## src/rtl/axis_rr_arbiter.sv

```systemverilog
// Packet-locked round-robin arbiter: NUM_REQ AXI-Stream sources onto one sink, grant held to tlast or MAX_BEATS.
// Zero-cycle data path (combinational mux); 1 arbitration cycle between grants; sink tready routed only to the granted source.
module axis_rr_arbiter #(
    parameter int NUM_REQ    = 4,
    parameter int DATA_WIDTH = 32,
    parameter int MAX_BEATS  = 256
) (
    input  logic                          axis_clk,
    input  logic                          axis_rst,
    input  logic [NUM_REQ-1:0]            s_axis_tvalid,
    output logic [NUM_REQ-1:0]            s_axis_tready,
    input  logic [NUM_REQ*DATA_WIDTH-1:0] s_axis_tdata,
    input  logic [NUM_REQ-1:0]            s_axis_tlast,
    output logic                          m_axis_tvalid,
    input  logic                          m_axis_tready,
    output logic [DATA_WIDTH-1:0]         m_axis_tdata,
    output logic                          m_axis_tlast,
    output logic                          grant_valid,
    output logic [$clog2(NUM_REQ)-1:0]    grant_id,
    output logic                          split_pulse
);
    localparam int IW = $clog2(NUM_REQ);
    localparam int CW = $clog2(MAX_BEATS + 1);

    typedef enum logic {IDLE, XFER} state_t;

    state_t          state_q, state_d;
    logic [IW-1:0]   rr_ptr_q, rr_ptr_d;
    logic [IW-1:0]   grant_q, grant_d;
    logic [CW-1:0]   beat_cnt_q, beat_cnt_d;

    logic            xfer;
    logic            cap;
    logic            beat;
    logic            pick_vld;
    logic [IW-1:0]   pick_id;
    logic [IW:0]     idx;
    logic [IW-1:0]   idx_w;

    // Descending scan so the requester closest to rr_ptr is the last (winning) assignment.
    always_comb begin
        pick_vld = 1'b0;
        pick_id  = '0;
        idx      = '0;
        idx_w    = '0;
        for (int k = NUM_REQ - 1; k >= 0; k--) begin
            idx = {1'b0, rr_ptr_q} + (IW+1)'(k);
            if (idx >= (IW+1)'(NUM_REQ)) begin
                idx = idx - (IW+1)'(NUM_REQ);
            end
            idx_w = idx[IW-1:0];
            if (s_axis_tvalid[idx_w]) begin
                pick_vld = 1'b1;
                pick_id  = idx_w;
            end
        end
    end

    assign xfer          = (state_q == XFER);
    assign cap           = (beat_cnt_q == CW'(MAX_BEATS - 1));
    assign m_axis_tvalid = xfer & s_axis_tvalid[grant_q];
    assign m_axis_tdata  = xfer ? s_axis_tdata[grant_q*DATA_WIDTH +: DATA_WIDTH] : '0;
    assign m_axis_tlast  = xfer & (s_axis_tlast[grant_q] | cap);
    assign beat          = m_axis_tvalid & m_axis_tready;
    assign split_pulse   = beat & cap & ~s_axis_tlast[grant_q];
    assign grant_valid   = xfer;
    assign grant_id      = grant_q;

    always_comb begin
        s_axis_tready = '0;
        if (xfer) begin
            s_axis_tready[grant_q] = m_axis_tready;
        end
    end

    always_comb begin
        state_d    = state_q;
        rr_ptr_d   = rr_ptr_q;
        grant_d    = grant_q;
        beat_cnt_d = beat_cnt_q;
        case (state_q)
            IDLE: begin
                if (pick_vld) begin
                    state_d    = XFER;
                    grant_d    = pick_id;
                    beat_cnt_d = '0;
                end
            end
            XFER: begin
                if (beat) begin
                    if (m_axis_tlast) begin
                        state_d    = IDLE;
                        grant_d    = '0;
                        beat_cnt_d = '0;
                        rr_ptr_d   = (grant_q == IW'(NUM_REQ - 1)) ? '0 : grant_q + IW'(1);
                    end else begin
                        beat_cnt_d = beat_cnt_q + CW'(1);
                    end
                end
            end
            default: state_d = IDLE;
        endcase
    end

    always_ff @(posedge axis_clk) begin
        if (axis_rst) begin
            state_q    <= IDLE;
            rr_ptr_q   <= '0;
            grant_q    <= '0;
            beat_cnt_q <= '0;
        end else begin
            state_q    <= state_d;
            rr_ptr_q   <= rr_ptr_d;
            grant_q    <= grant_d;
            beat_cnt_q <= beat_cnt_d;
        end
    end
endmodule

```

## config.mk

```make
export PLATFORM = sky130hd
export DESIGN_NAME = axis_rr_arbiter
export DESIGN_NICKNAME = d
export VERILOG_FILES = /design/src/rtl/axis_rr_arbiter.sv
export SDC_FILE = /design/constraint.sdc
export NUM_CORES = 1
export LEC_CHECK = 0
export CAP_MARGIN = 0
export CELL_PAD_IN_SITES_DETAIL_PLACEMENT = 0
export CELL_PAD_IN_SITES_GLOBAL_PLACEMENT = 1
export CORE_MARGIN = 2
export CORE_UTILIZATION = 19
export CTS_CLUSTER_SIZE = 24
export DETAILED_ROUTE_END_ITERATION = 8
export HOLD_SLACK_MARGIN = 0.12
export PLACE_DENSITY_LB_ADDON = 0.1
export RECOVER_POWER = 100
export SETUP_SLACK_MARGIN = 0.4
export SLEW_MARGIN = 10
export SYNTH_ARGS = -nofsm -noshare
export SYNTH_HDL_FRONTEND = slang
export SYNTH_SLANG_ARGS = --single-unit
export TNS_END_PERCENT = 5
```

## constraint.sdc

```tcl
create_clock -name axis_clk -period 1.8 [get_ports axis_clk]
set_input_delay 0.27 -clock axis_clk [delete_from_list [all_inputs] [get_ports axis_clk]]
set_output_delay 0.27 -clock axis_clk [all_outputs]
set_load 0.01 [all_outputs]
```

==> metrics.cfg <==
[cts]
clock_latency_ps=240
root_buffer=clkbuf_8
clkTransAtPathRegs_ps=60
clock_path_buffers=2
htree_levels=1
cts_tree=built
cts_hold_buf=0
clock_sinks=14
cts_buffers=3

[yosys]
synth_fa_ha_area_share_pct=3.717
yosys.area.top_type=mux4_2
synth_area_sq_um=2019
async_reset_ff_share_pct=0
syn_avg_cell_area_sq_um=10.10
yosys.area_share.xor_xnor_pct=0.4337
synthSimpleGateAreaFrac_pct=23.05
yosys_warnings=0
synth_seq_cells=14
ys_types=41
synth_mux_area_share_pct=39.78
synth.area.top_cells=mux4_2 (37%), dfxtp_1 (14%), and2_1 (11%)
syn_inst=200
synth-compound-area-share_pct=13.14
synth_top_family_by_area=multiplexers
synthFlopType=dfxtp_1
synth_fp_nets=345
synth.top_cell.area_share_pct=36.80
synth_edf_count=0
yosysSeqAreaShare_pct=13.88

[floorplan]
die_h_microns=107.1
core_sq_um=10320
fp.dieW_microns=107.1
ioPinCount=181
rows=37
dieArea_sq_um=11470
start_util_pct=19.56

[power]
pwr-share-clk_pct=17.8
leakagePower_nw=1.787
comb_power_share_pct=62.9
intPower_mw=1.250
ir_drop_mv=0.3854
sw_frac_of_total_pct=28.35
net-switching-power_mw=0.4947
powerDensity_nw_per_um2=383.4
sequentialPowerShare_pct=19.3

[outcome]
violations=setup timing
outcome=finished with violations

[detailed_routing]
ant_nets=0
routedWlPerCell_microns=17.96
drc=0
via_per_inst=4.515
dr.pass1.iters=4
drt_iter0_markers=63
via_count=2533
drt_wl_total_microns=10080

[place]
io_buffers=180
dp_slack_ps=-483.2
place_inst=541
gp_congestion=0.8193
dp_hpwl_microns=8244

[critical_path]
max_stage_delay_ps=500
crit_required_ps=1530
r2r_start=beat_cnt_q[1]$_SDFFE_PP0P_
critPathLaunchType=flop
worst-path-buf-inv=3
r2r_setup_slack_ps=-150
r2r_end=rr_ptr_q[0]$_SDFFE_PP0P_
cp_max_fo=7
critPathTopFamily=multiplexers
worstSetupPathType=flop to primary output
timing.critical_path.mode_cell=buf_12
critPathSlowestCell=mux4_2
crit_chain=buf_12 > buf_12 > mux4_2 > and2_4 > buf_6
cp-end-kind=primary output
rr_worst_depth=9
crit_path_start=grant_id[0]$_SDFFE_PP0P_
arrival_ps=1690

[sta]
grt_setup_unrepaired=true
finalWorstSetupSlack_ps=-164.0
fin_crit_sh_pct=109.1
slew_viol_final=0
clock_skew_ps=2.931
worst_pin_slew_ps=526.8
fin_crit_ps=1964
fmax_ghz=0.5092
max_slew_margin_pct=64.43
finalHoldViolCount=0
finalSetupViolCount=38

[grt]
grt_usage_pct=16.90
grt_remaining_overflow=0
antenna_found_initial=0
grt_max_degree=22
grt_pass1_vias=2584
grt_pass1_wl_microns=15120

[layout]
final_cell_mix=clkdlybuf4s50_1 (135), buf_4 (38), mux4_2 (33)
finalNonFillerCells=561
layout_commonest_cell=clkdlybuf4s50_1
syn2layout_area_growth_pct=125.3
fill_cells=1008
fin_nets=570
layout-drive-gt1-share_pct=41.27

[job]
cap_violations=0

[min_path]
min_from=beat_cnt_q[6]$_SDFFE_PP0P_
hp-class=flop to flop
hold_end=beat_cnt_q[6]$_SDFFE_PP0P_
hold_depth=2

cell families (layout without fill, tap and decap cells):
group                    count (synthesis)  count (layout)
adder cells (fa/ha/maj)                  6               6
XOR/XNOR                                 1               1
other                                    0               1
multiplexers                            39              39
AND/OR/NAND/NOR                         80              80
flip-flops                              14              14
AO/OA/AOI/OAI                           35              35
buffers and inverters                   25             249
per-stage QoR:
step | instance area (sq um) | power, mW | TNS [ps] | hold slack [ps] | utilization, %
2_1_floorplan | 2091 | 0.7703 | 0 | 457.7 | -
3_3_place_gp | 4278 | 1.346 | -12120 | 472.1 | 41.44
3_5_place_dp | 4278 | 1.352 | -13070 | 493.1 | 41.44
4_1_cts | 4458 | 1.723 | -5603 | 490.1 | 43.18
5_1_grt | 4548 | 1.854 | -8389 | 512.8 | 44.06
6_report | 4551 | 1.745 | -4699 | 488.6 | 44.08
per-layer routing:
layer | global-route usage (%) | wire, microns | up-vias | share of wire [%]
met5 | 0 | 0 | - | 0
met4 | 2.597 | 100 | 0 | 0.99
met1 | 20.02 | 3949 | 1208 | 39
li1 | - | - | 1229 | -
met2 | 30.70 | 5151 | 90 | 51
met3 | 4.802 | 873 | 6 | 8.7
cell type report:
type	count	area, sq um	area share [%]
repair buffers	237	2288	50.29
multi-input cells	161	1710	37.59
flip-flops and latches	14	294.0	6.461
well taps	136	170.2	3.739
clock buffers	4	55.05	1.210
inverters	8	30.03	0.6599
diodes	1	2.502	0.05499
power by group through the flow:
stage                     sequential (mW)  clock [mW]  combinational [mW]
after floorplan                     0.342           0               0.428
after global routing                0.339       0.337                1.18
after CTS                           0.338       0.321                1.06
after global placement              0.345           0                1.00
after detailed placement            0.344           0                1.01
final                               0.337       0.311                1.10
state kept, by name, indices dropped and copies added (netlist names):
signal and cells:
grant_valid 1, grant_id 2, rr_ptr_q 2, beat_cnt_q 9
tightest hold or removal path: stages (launching register included):
cell and delay [ps]:
dfxtp_2 330, o31ai_1 60, a22oi_1 60
how the worst max path moves through the flow:
stage / depth (start not counted) / slack, ps / end
after detailed placement: 5 / -480 / split_pulse
after global placement: 4 / -410 / m_axis_tvalid
final: 5 / -160 / m_axis_tdata[13]
after global routing: 8 / -260 / m_axis_tlast
after CTS: 5 / -190 / m_axis_tdata[13]
after floorplan: 8 / 3 / rr_ptr_q[0]$_SDFFE_PP0P_
cells in the mapped netlist, drive strengths merged, types with 3 or more instances:
| master | count |
|---|---|
| inv | 8 |
| o21ai | 8 |
| and3 | 4 |
| nand3 | 4 |
| o31ai | 3 |
| mux2i | 6 |
| nor2b | 4 |
| nand2 | 7 |
| nor2 | 9 |
| clkbuf | 7 |
| ha | 6 |
| dfxtp | 14 |
| or4 | 5 |
| buf | 10 |
| a21oi | 7 |
| and2 | 34 |
| o311ai | 3 |
| nand2b | 3 |
| mux4 | 33 |
| a22oi | 7 |
| or3 | 6 |
repair_timing:
item                       4_1_cts  5_1_grt
buffers inserted                13        1
gates resized for setup        211       24
cloned                           1        0
pin swaps                       28        3
setup endpoints to repair       56       55
(Power assumes the default switching activity.)
